### src/rtl/csp_pkg.sv
// csp_pkg: shared types and the 1-of-4 digit encoder for the CSP channel.
package csp_pkg;
  typedef enum logic [1:0] {CH_IDLE, CH_SND_WAIT, CH_RCV_WAIT, CH_DONE} ch_state_t;
  function automatic logic [3:0] p1of4_encode(input logic [1:0] d);
    return 4'b0001 << d;
  endfunction
endpackage

### src/rtl/csp_p1of4_enc.sv
// csp_p1of4_enc: combinational re-encoding of a word into 1-of-4 nibbles, one per 2-bit digit.
module csp_p1of4_enc
  import csp_pkg::*;
#(
  parameter int WIDTH = 8
) (
  input  logic [WIDTH-1:0]   data,
  output logic [2*WIDTH-1:0] code
);
  for (genvar i = 0; i < WIDTH / 2; i++) begin : g_dig
    assign code[4*i+:4] = p1of4_encode(data[2*i+:2]);
  end
endmodule

### src/rtl/csp_channel.sv
// csp_channel: zero-slack rendezvous channel with transfer count and one-sided stall detection.
module csp_channel
  import csp_pkg::*;
#(
  parameter int WIDTH   = 8,
  parameter int TIMEOUT = 1024,
  parameter int CNT_W   = 16
) (
  input  logic                 clk,
  input  logic                 rst_n,
  input  logic                 snd_req,
  input  logic [WIDTH-1:0]     snd_data,
  output logic                 snd_done,
  input  logic                 rcv_req,
  output logic [WIDTH-1:0]     rcv_data,
  output logic                 rcv_done,
  output logic [2*WIDTH-1:0]   rcv_p1of4,
  output logic [CNT_W-1:0]     xfer_cnt,
  output logic                 snd_stall,
  output logic                 rcv_stall
);
  localparam int WAIT_W = $clog2(TIMEOUT + 1);
  localparam logic [WAIT_W-1:0] TMO = WAIT_W'(TIMEOUT);

  logic              fire, done_q, done_d;
  logic [WIDTH-1:0]  data_q, data_d;
  logic [CNT_W-1:0]  xfer_cnt_q, xfer_cnt_d;
  logic [WAIT_W-1:0] wait_q, wait_d;
  logic              snd_stall_q, snd_stall_d, rcv_stall_q, rcv_stall_d;
  logic              timed_out;
  ch_state_t         state;

  always_comb begin
    fire = snd_req & rcv_req & ~done_q;
    state = (snd_req ^ rcv_req) ? (snd_req ? CH_SND_WAIT : CH_RCV_WAIT)
                                : (done_q ? CH_DONE : CH_IDLE);
    timed_out = wait_q == TMO;
    done_d = fire;
    data_d = fire ? snd_data : data_q;
    xfer_cnt_d = xfer_cnt_q + CNT_W'(fire);
    wait_d = (fire | ~(snd_req | rcv_req)) ? '0
           : ((state inside {CH_SND_WAIT, CH_RCV_WAIT}) && !timed_out) ? wait_q + WAIT_W'(1)
           : wait_q;
    // setting one flag clears the other so at most one side is ever reported stalled
    snd_stall_d = fire ? 1'b0
                : (timed_out && state == CH_SND_WAIT) ? 1'b1
                : (timed_out && state == CH_RCV_WAIT) ? 1'b0
                : snd_stall_q;
    rcv_stall_d = fire ? 1'b0
                : (timed_out && state == CH_RCV_WAIT) ? 1'b1
                : (timed_out && state == CH_SND_WAIT) ? 1'b0
                : rcv_stall_q;
  end

  always_ff @(posedge clk or negedge rst_n) begin
    if (!rst_n) begin
      done_q      <= 1'b0;
      data_q      <= '0;
      xfer_cnt_q  <= '0;
      wait_q      <= '0;
      snd_stall_q <= 1'b0;
      rcv_stall_q <= 1'b0;
    end else begin
      done_q      <= done_d;
      data_q      <= data_d;
      xfer_cnt_q  <= xfer_cnt_d;
      wait_q      <= wait_d;
      snd_stall_q <= snd_stall_d;
      rcv_stall_q <= rcv_stall_d;
    end
  end

  csp_p1of4_enc #(.WIDTH(WIDTH)) u_enc (.data(data_q), .code(rcv_p1of4));

  assign snd_done  = done_q;
  assign rcv_done  = done_q;
  assign rcv_data  = data_q;
  assign xfer_cnt  = xfer_cnt_q;
  assign snd_stall = snd_stall_q;
  assign rcv_stall = rcv_stall_q;
endmodule

### config.mk
export PLATFORM = sky130hd
export DESIGN_NAME = csp_channel
export DESIGN_NICKNAME = d
export VERILOG_FILES = /design/src/rtl/csp_pkg.sv /design/src/rtl/csp_p1of4_enc.sv /design/src/rtl/csp_channel.sv
export SDC_FILE = /design/constraint.sdc
export NUM_CORES = 1
export LEC_CHECK = 0
export CORE_ASPECT_RATIO = 0.8
export CORE_UTILIZATION = 51
export DETAILED_ROUTE_END_ITERATION = 8
export GPL_ROUTABILITY_DRIVEN = 0
export GPL_TIMING_DRIVEN = 1
export PLACE_DENSITY = 0.85
export SYNTH_ARGS = -nofsm -noshare
export SYNTH_HDL_FRONTEND = slang
export SYNTH_SLANG_ARGS = --single-unit
### constraint.sdc
create_clock -name clk -period 5.2 [get_ports clk]
set_input_delay 1.04 -clock clk [delete_from_list [all_inputs] [get_ports clk]]
set_output_delay 1.04 -clock clk [all_outputs]
set_load 0.1 [all_outputs]
## Word-level counts from Yosys, hierarchy flattened

Cells that the tools add are included.

| cells by class | value |
|---|---|
| $add $sub $neg | 2 |
| equal/unequal tests | 3 |
| shift-type cells | 4 |
| $lt $le $gt $ge | 0 |
| div/mod/pow operators | 0 |
| $mul | 0 |
| reduce and logical (&&, ||, !) cells | 7 |
| bitwise logic cells | 7 |
| muxes and demuxes | 11 |

Operators by type and width:

| kind | count |
|---|---|
| 11-bit 2-to-1 mux | 2 |
| 16-bit by 1-bit adder with 16-bit output | 1 |
| 1-bit by 2-bit left shift with 4-bit output, first input constant | 4 |
| 11-bit by 1-bit adder with 11-bit output, second input constant | 1 |
| 11-bit == test, second input constant | 1 |
| 1-bit 2-to-1 mux | 6 |
| 2-bit 2-to-1 mux | 3 |
| 2-bit nonzero test | 2 |
| 1-bit logical AND | 3 |
| 3-bit nonzero test | 1 |
| 1-bit bitwise AND | 2 |
| 2-bit by 1-bit == test with 1-bit output, second input constant | 1 |
| 2-bit == test, second input constant | 1 |
| 1-bit NOT | 2 |
| 1-bit bitwise OR | 2 |
| 1-bit zero test | 1 |
| 1-bit XOR | 1 |

| word-level totals | value |
|---|---|
| memory bits (writable) | 0 |
| bits in latches | 0 |
| memory bits (read-only) | 0 |
| memories kept | 0 |
| flip-flop bits (word level) | 38 |

## Depth between registers and ports, before layout

Gate-level depths: netlist of the first run.

| depth | value |
|---|---|
| word-level depth | 7 |
| gate-level depth with buffers | 10 |

## By module

A second synthesis of the first run with hierarchy kept.

| unflattened totals | value |
|---|---|
| cell total of the unflattened synthesis | 193 |
| area total of the unflattened synthesis | 1933.1 um^2 |

By module, submodules not included:

| module | area each (um^2) | sequential area each (um^2) | times used | cells an instance |
|---|---|---|---|---|
| csp_channel | 1818.0 | 950.9 | 1 | 177 |
| csp_p1of4_enc | 115.1 | 0.0 | 1 | 16 |

## Worst setup path before layout of the first run

Ideal clock, no wire load.

| timing | value |
|---|---|
| path type | register -> output |
| from | reg data_q[6] (netlist: rcv_data[6]) |
| to | out rcv_p1of4[13] |
| cell stages (with the launch flop) | 2 |
| path slack | 1.761 ns |
| arrival | 2.399 ns |
| path buffers | 0 |
| cell sequence | dfrtp_1 -> nor2b_1 |

| on the way | value |
|---|---|
| word-level cells in the longest chain between the ends | 1 |

RTL lines:

| what | line | source |
|---|---|---|
| start, declared | csp_channel.sv:26 | `logic [WIDTH-1:0] data_q, data_d;` |
| start signal, assigned | csp_channel.sv:65 | `data_q <= data_d;` |
| 1-bit by 2-bit left shift with 4-bit output | csp_pkg.sv:5 | `return 4'b0001 << d;` |
| end, declared | csp_channel.sv:17 | `output logic [2*WIDTH-1:0] rcv_p1of4,` |

No other way between the ends.

## Worst setup path after layout of the first run

| timing | value |
|---|---|
| from | in snd_req |
| to | reg wait_q[10] |

| on the way | value |
|---|---|
| word-level cells in the longest chain between the ends | 6 |

RTL lines:

| what | line | source |
|---|---|---|
| start, declared | csp_channel.sv:11 | `input logic snd_req,` |
| 2-bit 2-to-1 mux / 1-bit XOR (equally long branches) | csp_channel.sv:35 | `state = (snd_req ^ rcv_req) ? (snd_req ? CH_SND_WAIT : CH_RCV_WAIT)` |
| 2-bit 2-to-1 mux | csp_channel.sv:35 |  |
| 2-bit by 1-bit == test with 1-bit output / 2-bit == test (equally long branches) | csp_channel.sv:42 | `: ((state inside {CH_SND_WAIT, CH_RCV_WAIT}) && !timed_out) ? wait_q + WAIT_W'(1)` |
| 2-bit nonzero test | csp_channel.sv:42 |  |
| 1-bit logical AND | csp_channel.sv:42 |  |
| 2-bit nonzero test (no line) | -- |  |
| end signal, assigned | csp_channel.sv:67 | `wait_q <= wait_d;` |
| end, declared | csp_channel.sv:28 | `logic [WAIT_W-1:0] wait_q, wait_d;` |

Several ways; a longest one is shown, not always the timed one.
A chain may end at the register's enable or synchronous reset.

==> results.toml, run 1 <==
[drt]
drt-wirelength-per-cell_um = 14.0
avgViaCountPerCell = 5.30
met1Wirelength_mm = 1.86
antenna_violating_nets_post_route = 0
number_of_iterations_in_the_first_detailed_routing_pass = 9
initialDrtViolationCount = 86
route.vias.total = 1483
met3RoutedLength_um = 188
detail_route.wirelength_mm = 3.93
dr.max_layer_used = "met4"
drc_errors_left = 6
wl_met2_mm = 1.80

[cells_and_area]
finish.net_count = 258
fill_cells = 266
instances_no_fill = 280
final-seq-area_sq_um = 951
final_layout_size_suffix_gt1_frac = 0.122
synth_to_final_area_change_pct = 36.4
num_antenna_cells = 0
final_design_area_no_fill_sq_mm = 0.00262
multi_input_area_sq_um = 915
postLayoutCoreUtil = 0.744

[clock_network]
cts_tree = "done"
resized_cells_post_cts = 0
clkSinkCount = 38
numCtsBuffers = 5
cts_post_setup_buffers_inserted = 0
cts_max_path_bufs = 2
cts.root.buffer_cell = "sky130_fd_sc_hd__clkbuf_8"
cts.hold.buffers_added = 0
worst_setup_hold_path_clk_slew_ps = 80
clk-insertion-delay-late_ps = 300
ctsHtreeMaxLevel = 2

[floorplan]
pin_count = 56
floorplan.die.width_um = 70.6
floorplan_core_area_sq_mm = 0.00352
row_count = 19
initial_cell_density_of_the_core = 0.546
die_area_sq_mm = 0.00401
die-height_um = 56.9

[yosys]
post-synth-top-area-cell = "sky130_fd_sc_hd__dfrtp_1"
synthesis.instances = 177
synth_top_area_frac = 0.495
yosys_register_bits = 38
ys_async_sr_fraction = 1.00
postSynthAreaPerCell_sq_um = 10.8
synthesis.nets = 198
synth.most_common_cell = "sky130_fd_sc_hd__dfrtp_1"
synth_cell_type_count = 32
seq_area_frac_synth = 0.495
synth_edf_count = 0
dominantRegCellSynth = "sky130_fd_sc_hd__dfrtp_1"
synthesized_area_sq_mm = 0.00192
netlist_top_cells_count = "38 x sky130_fd_sc_hd__dfrtp_1, 15 x sky130_fd_sc_hd__nor2_1, 14 x sky130_fd_sc_hd__xnor2_1, 12 x sky130_fd_sc_hd__nand2_1"
netlist_top_cells_area = "sky130_fd_sc_hd__dfrtp_1 50%, sky130_fd_sc_hd__xnor2_1 6.4%, sky130_fd_sc_hd__ha_1 5.9%, sky130_fd_sc_hd__mux2_2 4.7%, sky130_fd_sc_hd__nor2b_1 3.3%"
synth.yosys.warnings = 0

[worst_hold_path]
whs_path_depth = 1
worstHoldPathType = "reg -> reg"

[power]
ir_drop_v = 0.000348
power.density_mw_per_mm2 = 472
static-leakage-power_nw = 1.13

[run_status]
failing_checks = "design-rule violations"
status = "finished, violations left"

[placed_design]
placed_cell_area_sq_mm = 0.00251
numPlacedInstances = 272
portBuffers = 55
dp_hpwl_mm = 2.84

[global_route]
number_of_antenna_violations_at_the_first_check_in_global_routing = 0
grt_pass1_wl_mm = 6.42
grt_pass1_vias = 1380
grt_usage = 0.214
pin_count_of_the_biggest_net_entering_global_routing = 39
global_route_congestion_overflow_total = 0

[critical_path]
critical_path_cell_count = 10
critical_path_arrival_ps = 3350
critical_path.startpoint = "snd_req"
r2r_end = "wait_q[10]"
critical_path.max_stage_delay_ps = 530
required_ps = 5380
crit_path_max_fanout = 7
crit_path_cells = "clkdlybuf4s50_1 -> inv_1 -> ha_1 -> inv_1 -> o21ai_0 -> ha_1 -> nand4b_2 -> nor4_2 -> xnor2_1 -> nor2_1"
classification_of_the_worst_setup_path = "in -> reg"
r2r_slack_ps = 3240
worstSetupEndpointType = "register"
regToRegStartpoint = "rcv_done"
critPathLaunchType = "input pin"
worst_r2r_path_depth = 7
critical_path_sink = "wait_q[10]"
cpLargestDelayFamily = "adder cells"
cp.buffers_inverters = 3
timing.critical_path.slowest_stage_cell = "sky130_fd_sc_hd__clkdlybuf4s50_1"

[flow_run]
drv_cap = 0

[timing]
setup-violations-final = 0
worst_slew_margin_rel = 0.339
hold_ws_ps = 479
slew_violations = 0
fin_crit_sh = 0.609
timing_hold_violations_final = 0
final.setup_skew_ps = 7.33
setup_total_negative_slack_ps = 0
tightest_slew_ps = 989
max_freq_mhz = 316
min_period_ps = 3170
rsz0062_at_grt = "false"
[worst min-delay path by stage]
stage / endpoint / from / slack (ps)
after floorplan: wait_q[10] / wait_q[10] / 540
after global placement: xfer_cnt[15] / xfer_cnt[15] / 450
after detailed placement: xfer_cnt[15] / xfer_cnt[15] / 480
final: xfer_cnt[15] / xfer_cnt[15] / 480
after global routing: xfer_cnt[15] / xfer_cnt[15] / 500
after CTS: xfer_cnt[15] / xfer_cnt[15] / 480
[state kept, by name, indices dropped and copies added (netlist names)]
register	flops
rcv_done	1
snd_stall	1
wait_q	11
rcv_data	8
rcv_stall	1
xfer_cnt	16
[cells by family after synthesis]
| group | Yosys count | synth area share |
|---|---|---|
| compound gates | 15 | 0.0561 |
| xor+xnor | 21 | 0.0958 |
| fa+ha+maj | 9 | 0.0587 |
| buf+inv | 13 | 0.0280 |
| flops | 38 | 0.495 |
| mux | 8 | 0.0469 |
| simple gates | 73 | 0.219 |
[where the power goes]
group / internal, mW / switching [mW]
clock network: 0.134 / 0.102
logic: 0.143 / 0.473
registers: 0.333 / 0.0510
[final cells by class]
cell class	instances	area share
clock buffers	8	0.0420
inverters	10	0.0143
multi-input cells	126	0.349
flip-flops and latches	38	0.363
well taps	42	0.0201
repair buffers	56	0.211
[layer usage]
layer / GRT usage / vias up
met4: 0.111 / 0
met1: 0.274 / 722
met5: 0 / -
met3: 0.0539 / 7
li1: - / 719
met2: 0.337 / 35
[cell usage in the layout, fill, tap and decap left out, types with 2 or more instances in the layout]
cell,instances
sky130_fd_sc_hd__clkdlybuf4s50_1,54
sky130_fd_sc_hd__dfrtp_1,38
sky130_fd_sc_hd__nor2_1,15
sky130_fd_sc_hd__xnor2_1,14
sky130_fd_sc_hd__nand2_1,12
sky130_fd_sc_hd__inv_1,10
sky130_fd_sc_hd__nor2b_1,10
sky130_fd_sc_hd__ha_1,9
sky130_fd_sc_hd__mux2_2,8
sky130_fd_sc_hd__clkbuf_8,8
sky130_fd_sc_hd__nand3_1,7
sky130_fd_sc_hd__xor2_1,7
sky130_fd_sc_hd__nor3_1,7
sky130_fd_sc_hd__a21oi_1,6
sky130_fd_sc_hd__nand4_1,5
sky130_fd_sc_hd__and2_1,4
sky130_fd_sc_hd__o21ai_0,3
sky130_fd_sc_hd__nor4_2,3
sky130_fd_sc_hd__and3_1,2
sky130_fd_sc_hd__or3_1,2
sky130_fd_sc_hd__a21bo_2,2
[stage by stage]
step,setup WS (ps),power (mW)
5_1_grt,1820,1.28
6_report,2030,1.24
3_3_place_gp,1790,0.997
2_1_floorplan,1760,0.858
4_1_cts,2030,1.24
3_5_place_dp,1740,1.01
Note: power is estimated with default switching activity, not from simulation.
==> run 2, diff against run 1 <==
--- a/config.mk
+++ b/config.mk
@@ -6,11 +6,11 @@
 export NUM_CORES = 1
 export LEC_CHECK = 0
 export CORE_ASPECT_RATIO = 0.8
-export CORE_UTILIZATION = 51
+export CORE_UTILIZATION = 42
 export DETAILED_ROUTE_END_ITERATION = 8
 export GPL_ROUTABILITY_DRIVEN = 0
 export GPL_TIMING_DRIVEN = 1
-export PLACE_DENSITY = 0.85
+export PLACE_DENSITY = 0.75
 export SYNTH_ARGS = -nofsm -noshare
 export SYNTH_HDL_FRONTEND = slang
 export SYNTH_SLANG_ARGS = --single-unit
==> constraint.sdc (replaced) <==
create_clock -name clk -period 2.9 [get_ports clk]
set_input_delay 0.58 -clock clk [delete_from_list [all_inputs] [get_ports clk]]
set_output_delay 0.58 -clock clk [all_outputs]
set_load 0.1 [all_outputs]
==> run 2 against run 1 <==
The flow now finishes without violations; critical path depth fell by 1; routed wire length fell by 2.4%; sequential power rose by 79%; die area rose by 21%; clock skew barely moved; critical path type unchanged; largest power group unchanged.
==> results.toml, run 2 (synthesized netlist as in run 1, its figures left out) <==
[drt]
met3RoutedLength_um = 185
route.vias.total = 1471
detail_route.wirelength_mm = 3.84
drt-wirelength-per-cell_um = 12.9
antenna_violating_nets_post_route = 0
initialDrtViolationCount = 59
met1Wirelength_mm = 1.90
avgViaCountPerCell = 4.95
wl_met2_mm = 1.71
number_of_iterations_in_the_first_detailed_routing_pass = 4
drc_errors_left = 0
dr.max_layer_used = "met4"

[critical_path]
critPathLaunchType = "input pin"
required_ps = 3120
crit_path_cells = "clkdlybuf4s50_1 -> inv_1 -> ha_1 -> inv_1 -> o21ai_0 -> ha_1 -> nand4b_2 -> or3_1 -> a21oi_1"
worst_r2r_path_depth = 6
classification_of_the_worst_setup_path = "in -> reg"
critical_path.max_stage_delay_ps = 540
regToRegStartpoint = "rcv_done"
timing.critical_path.slowest_stage_cell = "sky130_fd_sc_hd__clkdlybuf4s50_1"
crit_path_max_fanout = 6
critical_path_arrival_ps = 2850
r2r_slack_ps = 990
critical_path.startpoint = "snd_req"
critical_path_sink = "wait_q[6]"
worstSetupEndpointType = "register"
r2r_end = "wait_q[6]"

[cells_and_area]
top_library_cells_by_usage_in_the_layout_fill_and_taps_aside = "47 x sky130_fd_sc_hd__buf_4, 38 x sky130_fd_sc_hd__dfrtp_1, 15 x sky130_fd_sc_hd__nor2_1"
largest_reg_flops = 16
layout_commonest_cell = "sky130_fd_sc_hd__buf_4"
finish.net_count = 260
final_layout_size_suffix_gt1_frac = 0.313
num_antenna_cells = 0
final_design_area_no_fill_sq_mm = 0.00253
synth_to_final_area_change_pct = 31.7

[placed_design]
pre_cts_ws_ps = -41.6
placed_cell_area_sq_mm = 0.00243
portBuffers = 55
dp_hpwl_mm = 2.80

[timing]
layout_setup_ws_ps = 269
slew_violations = 0
rsz0062_at_grt = "false"
max_freq_mhz = 380
timing_hold_violations_final = 0
final.setup_skew_ps = 7.05
min_period_ps = 2630
setup-violations-final = 0
worst_slew_margin_rel = 0.445
fin_crit_sh = 0.907
tightest_slew_ps = 832

[clock_network]
cts_max_path_bufs = 2
clkSinkCount = 38
cts.hold.buffers_added = 0
worst_setup_hold_path_clk_slew_ps = 80
ctsHtreeMaxLevel = 2
cts.root.buffer_cell = "sky130_fd_sc_hd__clkbuf_8"
clk-insertion-delay-late_ps = 290
cts_tree = "done"
resized_cells_post_cts = 0
numCtsBuffers = 5
cts_post_setup_buffers_inserted = 0

[floorplan]
floorplan.die.width_um = 77.6
die_area_sq_mm = 0.00485
pin_count = 56
floorplan_core_area_sq_mm = 0.00428
row_count = 21
die-height_um = 62.5
initial_cell_density_of_the_core = 0.448

[global_route]
grt_usage = 0.176
global_route_congestion_overflow_total = 0
grt_pass1_vias = 1410
grt_pass1_wl_mm = 6.61
pin_count_of_the_biggest_net_entering_global_routing = 39
number_of_antenna_violations_at_the_first_check_in_global_routing = 0

[flow_run]
drv_cap = 0

[run_status]
status = "completed"

[power]
ir_drop_v = 0.000671
static-leakage-power_nw = 1.20
post-layout-total-power_mw = 2.14
power.density_mw_per_mm2 = 847

[worst_hold_path]
worstHoldPathType = "in -> async"
## run 2: changes by cell type in the layout (fill, tap and decap cells not counted)
cell                              change
sky130_fd_sc_hd__clkinvlp_4           +1
sky130_fd_sc_hd__clkdlybuf4s50_1     -44
sky130_fd_sc_hd__clkinv_2             +1
sky130_fd_sc_hd__buf_4               +46
sky130_fd_sc_hd__clkbuf_8             -2
## run 2: cell type report
type                       instances  area (sq um)
clock inverter                     2          12.5
clock buffer                       6          82.6
multi-input combinational        126           915
fill                             372          1760
inverter                          10          37.5
timing repair buffer              58           458
tap                               57          71.3
sequential                        38           951
## run 2: critical path, delay by kind of cell
family | cells | cell delay, ps
AND/OR/NAND/NOR | 2 | 680
buffers and inverters | 3 | 650
adder cells (fa/ha/maj) | 2 | 590
AO/OA/AOI/OAI | 2 | 350
## run 2: per-layer routing
layer | track usage | up-vias
met2 | 0.263 | 40
met4 | 0.0660 | 0
met5 | 0 | -
met1 | 0.242 | 699
li1 | - | 727
met3 | 0.0511 | 5
## run 2: metrics by stage
stage	hold slack, ps	TNS (ps)	cells	util
floorplan	284	-632	177	-
global placement	461	0	289	0.568
detailed placement	471	-92.9	289	0.568
CTS	422	0	297	0.590
global route	443	0	297	0.590
finish	387	0	297	0.590
## run 2: power breakdown
group          internal (mW)  switching, mW
Combinational          0.227          0.847
Clock                  0.191          0.186
Sequential             0.597         0.0919
Total                   1.02           1.12
## run 2: how the worst min path moves through the flow
stage / startpoint / to / slack [ps] / depth (start not counted)
final: rst_n / xfer_cnt[7] / 390 / 1
after floorplan: rst_n / rcv_data[0] / 280 / 0
after global placement: xfer_cnt[15] / xfer_cnt[15] / 460 / 1
after CTS: rst_n / xfer_cnt[8] / 420 / 1
after global routing: rst_n / xfer_cnt[8] / 440 / 1
after detailed placement: xfer_cnt[15] / xfer_cnt[15] / 470 / 1
